$ cat src/rtl/sprite_animator_if.sv
// ROM bus between sprite_animator and its external synchronous bitmap ROM.
// rom_data is expected one cycle after rom_addr.
interface sprite_animator_if #(
    parameter int AW = 12
) ();
    logic [AW-1:0] rom_addr;
    logic [15:0]   rom_data;

    modport master (output rom_addr, input rom_data);
    modport slave  (input rom_addr, output rom_data);
endinterface

$ cat src/rtl/sprite_animator.sv
// Sprite renderer for the 96x64 RGB565 OLED path: position, horizontal flip,
// multi-frame animation and colour-key transparency over an external sync ROM.
module sprite_animator #(
    parameter int          SCREEN_W    = 96,
    parameter int          SCREEN_H    = 64,
    parameter int          SPR_W       = 32,
    parameter int          SPR_H       = 32,
    parameter int          N_FRAMES    = 4,
    parameter int          FRAME_TICKS = 6,
    parameter logic [15:0] KEY_COLOUR  = 16'h0000,
    parameter int          AW          = $clog2(N_FRAMES*SPR_W*SPR_H),
    localparam int         FSW         = (N_FRAMES > 1) ? $clog2(N_FRAMES) : 1
) (
    input  logic                    clk,
    input  logic                    reset,
    input  logic [12:0]             pixel_index,
    input  logic                    frame_begin,
    input  logic [6:0]              pos_x,
    input  logic [5:0]              pos_y,
    input  logic                    flip_h,
    input  logic                    loop_mode,
    input  logic                    anim_start,
    sprite_animator_if.master       rom,
    output logic [15:0]             oled_colour,
    output logic                    opaque,
    output logic [FSW-1:0]          frame_sel,
    output logic                    anim_busy,
    output logic                    anim_done
);
    localparam int             TW       = (FRAME_TICKS > 1) ? $clog2(FRAME_TICKS) : 1;
    localparam logic [AW-1:0]  FRAME_SZ = AW'(SPR_W*SPR_H);

    typedef enum logic [1:0] {IDLE = 2'd0, PLAY = 2'd1, DONE = 2'd2} state_t;

    state_t         state_r, state_s;
    logic [TW-1:0]  tick_r, tick_s;
    logic [FSW-1:0] fsel_r, fsel_s;
    logic [6:0]     sx_r, sx_s;
    logic [5:0]     sy_r, sy_s;
    logic           flip_r, flip_s;
    logic [7:0]     x_s, y_s, sx8_s, sy8_s, dx_s, lx_s, ly_s;
    logic           in_box_s, in_box_r, in_box_d_r;
    logic [AW-1:0]  addr_s;

    // Shadow next values: a pixel presented alongside frame_begin already sees the new position.
    always_comb begin
        if (frame_begin) begin
            sx_s   = pos_x;
            sy_s   = pos_y;
            flip_s = flip_h;
        end else begin
            sx_s   = sx_r;
            sy_s   = sy_r;
            flip_s = flip_r;
        end
    end

    // Animation FSM next state; anim_start outranks a coincident frame_begin.
    always_comb begin
        state_s = state_r;
        tick_s  = tick_r;
        fsel_s  = fsel_r;
        case (state_r)
            IDLE: begin
                tick_s = {TW{1'b0}};
                fsel_s = {FSW{1'b0}};
                if (anim_start) begin
                    state_s = PLAY;
                end else begin
                    state_s = IDLE;
                end
            end
            PLAY: begin
                if (anim_start) begin
                    tick_s = {TW{1'b0}};
                    fsel_s = {FSW{1'b0}};
                end else if (frame_begin) begin
                    if (tick_r == TW'(FRAME_TICKS-1)) begin
                        tick_s = {TW{1'b0}};
                        if (fsel_r == FSW'(N_FRAMES-1)) begin
                            fsel_s = {FSW{1'b0}};
                            if (loop_mode) begin
                                state_s = PLAY;
                            end else begin
                                state_s = DONE;
                            end
                        end else begin
                            fsel_s = fsel_r + FSW'(1);
                        end
                    end else begin
                        tick_s = tick_r + TW'(1);
                    end
                end else begin
                    tick_s = tick_r;
                end
            end
            DONE: begin
                tick_s = {TW{1'b0}};
                fsel_s = {FSW{1'b0}};
                if (anim_start) begin
                    state_s = PLAY;
                end else begin
                    state_s = IDLE;
                end
            end
            default: begin
                state_s = IDLE;
                tick_s  = {TW{1'b0}};
                fsel_s  = {FSW{1'b0}};
            end
        endcase
    end

    // S0 raster decode and S1 box test / address arithmetic, all at 8 bits so sx+SPR_W cannot wrap.
    always_comb begin
        x_s      = 8'(pixel_index % 13'(SCREEN_W));
        y_s      = 8'(pixel_index / 13'(SCREEN_W));
        sx8_s    = {1'b0, sx_s};
        sy8_s    = {2'b00, sy_s};
        in_box_s = (x_s >= sx8_s) && (x_s < sx8_s + 8'(SPR_W)) &&
                   (y_s >= sy8_s) && (y_s < sy8_s + 8'(SPR_H)) &&
                   (y_s < 8'(SCREEN_H));
        dx_s     = x_s - sx8_s;
        if (flip_s) begin
            lx_s = 8'(SPR_W-1) - dx_s;
        end else begin
            lx_s = dx_s;
        end
        ly_s     = y_s - sy8_s;
        addr_s   = AW'(fsel_s) * FRAME_SZ + AW'(ly_s) * AW'(SPR_W) + AW'(lx_s);
    end

    // State, shadow and pipeline registers.
    always_ff @(posedge clk) begin
        if (reset) begin
            state_r      <= IDLE;
            tick_r       <= {TW{1'b0}};
            fsel_r       <= {FSW{1'b0}};
            sx_r         <= 7'd0;
            sy_r         <= 6'd0;
            flip_r       <= 1'b0;
            in_box_r     <= 1'b0;
            in_box_d_r   <= 1'b0;
            rom.rom_addr <= {AW{1'b0}};
        end else begin
            state_r      <= state_s;
            tick_r       <= tick_s;
            fsel_r       <= fsel_s;
            sx_r         <= sx_s;
            sy_r         <= sy_s;
            flip_r       <= flip_s;
            in_box_r     <= in_box_s;
            in_box_d_r   <= in_box_r;
            rom.rom_addr <= in_box_s ? addr_s : {AW{1'b0}};
        end
    end

    // The ROM's own data register forms S2 together with in_box_d_r, giving two-cycle latency.
    assign opaque      = in_box_d_r && (rom.rom_data != KEY_COLOUR);
    assign oled_colour = opaque ? rom.rom_data : 16'h0000;
    assign frame_sel   = fsel_r;
    assign anim_busy   = (state_r == PLAY);
    assign anim_done   = (state_r == DONE);
endmodule

$ cat src/flat_wrapper.sv
// flat-port wrapper written by rule: the top's interface ports become plain ports
module sprite_animator_flat 
#(
    parameter int          SCREEN_W    = 96,
    parameter int          SCREEN_H    = 64,
    parameter int          SPR_W       = 32,
    parameter int          SPR_H       = 32,
    parameter int          N_FRAMES    = 4,
    parameter int          FRAME_TICKS = 6,
    parameter logic [15:0] KEY_COLOUR  = 16'h0000,
    parameter int          AW          = $clog2(N_FRAMES*SPR_W*SPR_H),
    localparam int         FSW         = (N_FRAMES > 1) ? $clog2(N_FRAMES) : 1
)
  (clk, reset, pixel_index, frame_begin, pos_x, pos_y, flip_h, loop_mode, anim_start, oled_colour, opaque, frame_sel, anim_busy, anim_done, rom_rom_addr, rom_rom_data);
  sprite_animator_if #(.AW(AW)) rom_i ();
  input  logic clk;
  input  logic reset;
  input  logic [12:0] pixel_index;
  input  logic frame_begin;
  input  logic [6:0] pos_x;
  input  logic [5:0] pos_y;
  input  logic flip_h;
  input  logic loop_mode;
  input  logic anim_start;
  output logic [15:0] oled_colour;
  output logic opaque;
  output logic [FSW-1:0] frame_sel;
  output logic anim_busy;
  output logic anim_done;
  output wire logic [$bits(rom_i.rom_addr)-1:0] rom_rom_addr;
  input wire logic [$bits(rom_i.rom_data)-1:0] rom_rom_data;
  assign rom_rom_addr = rom_i.rom_addr;
  assign rom_i.rom_data = rom_rom_data;
  sprite_animator #(.SCREEN_W(SCREEN_W), .SCREEN_H(SCREEN_H), .SPR_W(SPR_W), .SPR_H(SPR_H), .N_FRAMES(N_FRAMES), .FRAME_TICKS(FRAME_TICKS), .KEY_COLOUR(KEY_COLOUR), .AW(AW)) u_core (.clk(clk), .reset(reset), .pixel_index(pixel_index), .frame_begin(frame_begin), .pos_x(pos_x), .pos_y(pos_y), .flip_h(flip_h), .loop_mode(loop_mode), .anim_start(anim_start), .rom(rom_i), .oled_colour(oled_colour), .opaque(opaque), .frame_sel(frame_sel), .anim_busy(anim_busy), .anim_done(anim_done));
endmodule
$ cat config.mk
export PLATFORM = sky130hd
export DESIGN_NAME = sprite_animator_flat
export DESIGN_NICKNAME = d
export VERILOG_FILES = /design/src/rtl/sprite_animator_if.sv /design/src/rtl/sprite_animator.sv /design/src/flat_wrapper.sv
export SDC_FILE = /design/constraint.sdc
export NUM_CORES = 1
export LEC_CHECK = 0
export BUFFER_PORTS_ARGS = -buffer_cell sky130_fd_sc_hd__buf_2
export CAP_MARGIN = 5
export CORE_ASPECT_RATIO = 1.75
export CORE_MARGIN = 3
export CORE_UTILIZATION = 37
export DETAILED_ROUTE_END_ITERATION = 10
export GPL_TIMING_DRIVEN = 0
export PLACE_DENSITY = 0.62
export SLEW_MARGIN = 20
export SYNTH_ARGS = -nofsm -noshare
export SYNTH_HDL_FRONTEND = slang
export SYNTH_SLANG_ARGS = --single-unit
$ cat constraint.sdc
create_clock -name clk -period 13.5 [get_ports clk]
set_input_delay 2.7 -clock clk [delete_from_list [all_inputs] [get_ports clk]]
set_output_delay 2.7 -clock clk [all_outputs]
set_load 0.02 [all_outputs]
After elaboration in Yosys (flattened, before gate mapping)
Index checks and enable logic that the tools add are counted.
- add/sub/neg operators: 9
- divide/modulo/power cells: 2
- $lt $le $gt $ge: 5
- eq/ne operators: 8
- multiplexer cells: 18
- bitwise logic cells: 2
- reduce and logical (&&, ||, !) cells: 11
- operator list (cell ; number):
    $mux 2 ; 10
    $mux 16 ; 1
    $reduce_bool 16->1 ; 1
    $div 13x7->13 const B ; 1
    $mod 13x7->13 const B ; 1
    $add 12x12->12 ; 1
    $add 12x8->12 ; 1
    $add 7x6->8 const B ; 1
    $ge 8x6->1 ; 1
    $ge 8x7->1 ; 1
    $lt 8x7->1 ; 1
    $lt 8x7->1 const B ; 1
    $lt 8x8->1 ; 1
    $mux 8 ; 1
    $sub 5x8->8 const A ; 1
    $sub 8x7->8 ; 1
    $add 6x6->7 const B ; 1
    $mux 7 ; 1
    $sub 7x6->7 ; 1
    $mux 6 ; 1
    $logic_and 1x1->1 ; 5
    $eq 2x2->1 const B ; 2
    $ne 2x1->1 const B ; 2
    $ne 2x2->1 const B ; 2
    12 further kinds ; 15
- register bits: 35
- word-level logic and storage cells: 64

Logic depth before layout (Yosys ltp)
- depth in word-level cells: 9
- gate-level depth with buffers: 21

Worst setup path before layout
No wires, ideal clock.
- path kind: input to register
- from: input pixel_index[9]
- to: register u_core.rom.rom_addr[11]
- data arrival time: 6.298 ns
- data required time: 13.436 ns
- path slack: 7.138 ns
- cell stages on the path: 18
- path through: buf_2 -> buf_2 -> mux2_2 -> o211a_1 -> mux2_2 -> o22ai_1 -> ha_1 -> inv_1 -> o21bai_1 -> xnor2_1 -> ha_1 -> inv_1 -> mux2i_1 -> fa_1 -> a21o_1 -> a41oi_1 -> xnor3_1 -> nor2_1
- word-level cells in the longest chain between the ends: 8
- elaborated cells between the ends (all ways): 19
- those cells by class: 5 x add/sub; 2 x div; 5 x order compare; 1 x mux; 1 x bitwise; 5 x reduce/logical
- ends and longest elaborated chain (item ; RTL line ; RTL):
    start: declaration ; flat_wrapper.sv:18 ; input logic [12:0] pixel_index;
    parallel branches: the longest is 8 deep, another holds $mod 13x7->13 ; -- ;
    end signal: assignment ; sprite_animator.sv:144 ; rom.rom_addr <= {AW{1'b0}};
    end signal: assignment ; sprite_animator.sv:154 ; rom.rom_addr <= in_box_s ? addr_s : {AW{1'b0}};
    end: declaration ; sprite_animator_if.sv:9 ; modport master (output rom_addr, input rom_data);
Several ways; the timed one is not identified.
A chain may end at the register's enable or synchronous reset.

Final worst setup path
- from: input frame_begin
- to: register u_core.rom.rom_addr[11]
- word-level cells in the longest chain between the ends: 9
- elaborated cells between the ends (all ways): 24
- those cells by class: 7 x add/sub; 4 x order compare; 7 x mux; 1 x bitwise; 5 x reduce/logical
- ends and longest elaborated chain (item ; RTL line ; RTL):
    start: declaration ; flat_wrapper.sv:19 ; input logic frame_begin;
    parallel branches: the longest is 9 deep, another holds $add 12x8->12 ; -- ;
Several ways; the timed one is not identified.

==> run metrics <==
Worst Path Arrival=a little under 7 ns; # fillers=approximately 760; accumulated negative setup slack=0 ns; DRT Pass-1 Iters=4; CP max FO=10; site row count=between 40 and 50; Max H-tree Level=2; worst hold slack=~0.43 ns; Post-CTS Setup Inserts=0; Crit-path slowest cell=buf_1; IO Port Bufs=between 70 and 80; hold buffer count at cts=0; status=finished, final reports clean; Slew headroom=44.54%; Slew Viols, Final=0; Post-Layout Cell Count=slightly above 500; Mean Syn Cell Area=~8.3 um^2; Yosys cell types=slightly below 60; Area growth syn-to-layout=22.59%; core area=between 0.007 and 0.008 mm^2; first-pass GRT wire length=approximately 12000 um; Mapped Cells=about 340; R2R depth=17; pre-CTS WS=between 6 and 7 ns; sequential area share after synthesis=between 20% and 30%; DP Cell Count=503; worst hold start=u_core.in_box_r$_SDFF_PP0_; FF+latch area=between 700 and 800 um^2; grt ovf=0; worst vdd ir=about 0.053 mV; initial core utilization=38.77%; CP endpoint kind=flip-flop; Multi-input gate area=0.001977 mm^2; syn nets=between 400 and 500; RSZ-0062 raised after global routing=no; max incr delay on CP=0.67 ns; Max Buffers Root-to-Sink=2; crit path setup slack, layout=between 6 and 7 ns; FF+latch count, synth=35; Final Hold Vio Count=0; R2R Setup Slk=between 9 and 10 ns; max_cap viols=0; critical path class=input port to flip-flop; RR Startpoint=u_core.sx_r[0]$_SDFF_PP0_; worst path cell trace=buf_2 > buf_1 > mux2i_1 > ha_1 > a21o_1 > a21o_1 > a21oi_1 > o21bai_1 > xnor2_1 > ha_1 > inv_1 > mux2i_1 > fa_1 > a21o_1 > a41oi_1 > xnor3_1 > nor2_1; largest net degree at the start of global routing=12; Worst Setup SP=frame_begin; io pins=~80; Cell Area, Synth=0.002864 mm^2; post-route ant nets=0; startpoint types=input port; worst slew pin tran=0.8320 ns; Stages on worst setup path=17; post-route minimum period=about 6.7 ns; total track usage=16.49%; NumNets Final=500; Worst-Skew Late Latency=0.28 ns; Iteration-0 DRC Markers=87; FMAX=149.9 MHz; post-layout total power=around 0.0004 W; Clock Tree Root=clkbuf_16; HPWL after DPL=5769 um; hold crit path type=flip-flop to flip-flop; vias in the first global route=roughly 2600; TritonCTS clock tree=built; Top FF cell, synth=dfxtp_1; critical path data required time=approximately 14 ns; initial antenna violation count=0; DR WL/cell=between 10 and 15 um; delay-heaviest family, CP=compound AO/OA/AOI/OAI gates; vias post-DR=approximately 2700; post_cts resized=0; final setup fails=0; Yosys warnings=0; Horiz. Die Dim=slightly above 70 um; Die H=122.4 um; total CTS buffers=5; power per cell area=113.6 mW/mm^2; Worst Skew=0.007079 ns; Crit path buffers/inverters=3; share of cells above drive strength 1=around a quarter; vias per inst=5.350; crit-path most repeated cell=a21o_1; Lkg Pwr=1.722 nW; Final Cycle Share=around half; Reg clk slew, reported paths=roughly 0.060 ns; Final Wtd Congestion=0.8603; ys async rst share=0%; residual DRC count=0; crit path to=u_core.rom.rom_addr[11]$_SDFF_PP0_; most frequent cells in the layout=78 x buf_2, 38 x nor2_1, 35 x dfxtp_1; Die Area=between 0.008 and 0.009 mm^2; r2r endpoint=u_core.rom.rom_addr[11]$_SDFF_PP0_; commonest non-fill, non-tap cell in the layout=buf_2; drt total wl=~7000 um; Post-synth EDFFs=0; Clock Sinks=35; number of antenna diodes=0
[logic make-up (layout without fill, tap and decap cells)]
kind of cell             Yosys count  in the layout  synth area share (%)
other                              1              1                0.1309
flip-flops                        35             35                 24.46
XOR/XNOR                          22             22                 7.208
multiplexers                      22             22                 8.038
adder cells (fa/ha/maj)           28             28                 13.02
AND/OR/NAND/NOR                  112            112                 20.27
buffers and inverters             42            123                 6.509
AO/OA/AOI/OAI                     82             82                 20.36
[report_power, final]
| group | total, W | internal (W) | switching, W |
|---|---|---|---|
| clock network | 0.000134 | 0.0000917 | 0.0000426 |
| registers | 0.000109 | 0.000108 | 0.00000122 |
| logic | 0.000156 | 0.0000715 | 0.0000841 |
| total | 0.000399 | 0.000271 | 0.000128 |
[state kept, by name (all words and copies together) (netlist names)]
name                 cells
u_core.rom.rom_addr     12
u_core.tick_r            3
u_core.state_r           2
u_core.sy_r              6
u_core.frame_sel         2
u_core.in_box_d_r        1
u_core.sx_r              7
u_core.flip_r            1
u_core.in_box_r          1
[layout make-up]
class,instances,area share (%)
flip-flops and latches,35,19.96
clock buffers,6,3.956
inverters,25,2.673
plain buffers,17,2.637
clock inverters,2,0.9979
repair buffers,73,10.41
multi-input cells,267,56.31
well taps,86,3.065
[per-layer routing]
layer  vias up  routed length (um)  GRT usage [%]
met5         -                   0              0
met4         0                 180          7.275
met3        13                 406          2.459
met2        95                3908          33.62
met1      1253                2537          15.35
li1       1373                   -              -
[synthesized netlist by cell type (all sizes together) (4+ instances only)]
cell type  instances  area (um^2)
o211ai             4        30.03
nand2             13        48.80
mux2i             17        173.9
nor3               4        20.02
a21o               7        52.55
nor2b              8        50.05
buf                9        62.55
o21a               5        37.54
xnor2             18        157.7
o21bai             5        37.54
mux2               5        56.30
nand3              6        30.03
dfxtp             35        700.7
ha                25        312.8
clkbuf             8        30.03
nor2              38        142.6
nor4               6        37.54
o21ai             17        85.08
and2              18        112.6
a21oi             15        75.07
inv               25        93.84
nand2b             7        43.79
or3                4        25.02
[stage by stage]
step	area, um^2	util (%)
final	3511	47.53
after floorplan	2864	-
after global routing	3511	47.53
after CTS	3511	47.53
after global placement	3337	45.17
after detailed placement	3337	45.17
[how the worst min path moves through the flow]
stage / end / slack (ns) / cells after the start
6_report: u_core.in_box_d_r$_SDFF_PP0_ / 0.43 / 1
5_1_grt: u_core.in_box_d_r$_SDFF_PP0_ / 0.47 / 1
4_1_cts: u_core.in_box_d_r$_SDFF_PP0_ / 0.44 / 1
3_5_place_dp: u_core.in_box_d_r$_SDFF_PP0_ / 0.43 / 1
3_3_place_gp: u_core.in_box_d_r$_SDFF_PP0_ / 0.42 / 1
2_1_floorplan: u_core.in_box_d_r$_SDFF_PP0_ / 0.41 / 1
Note: power is estimated with default switching activity, not from simulation.
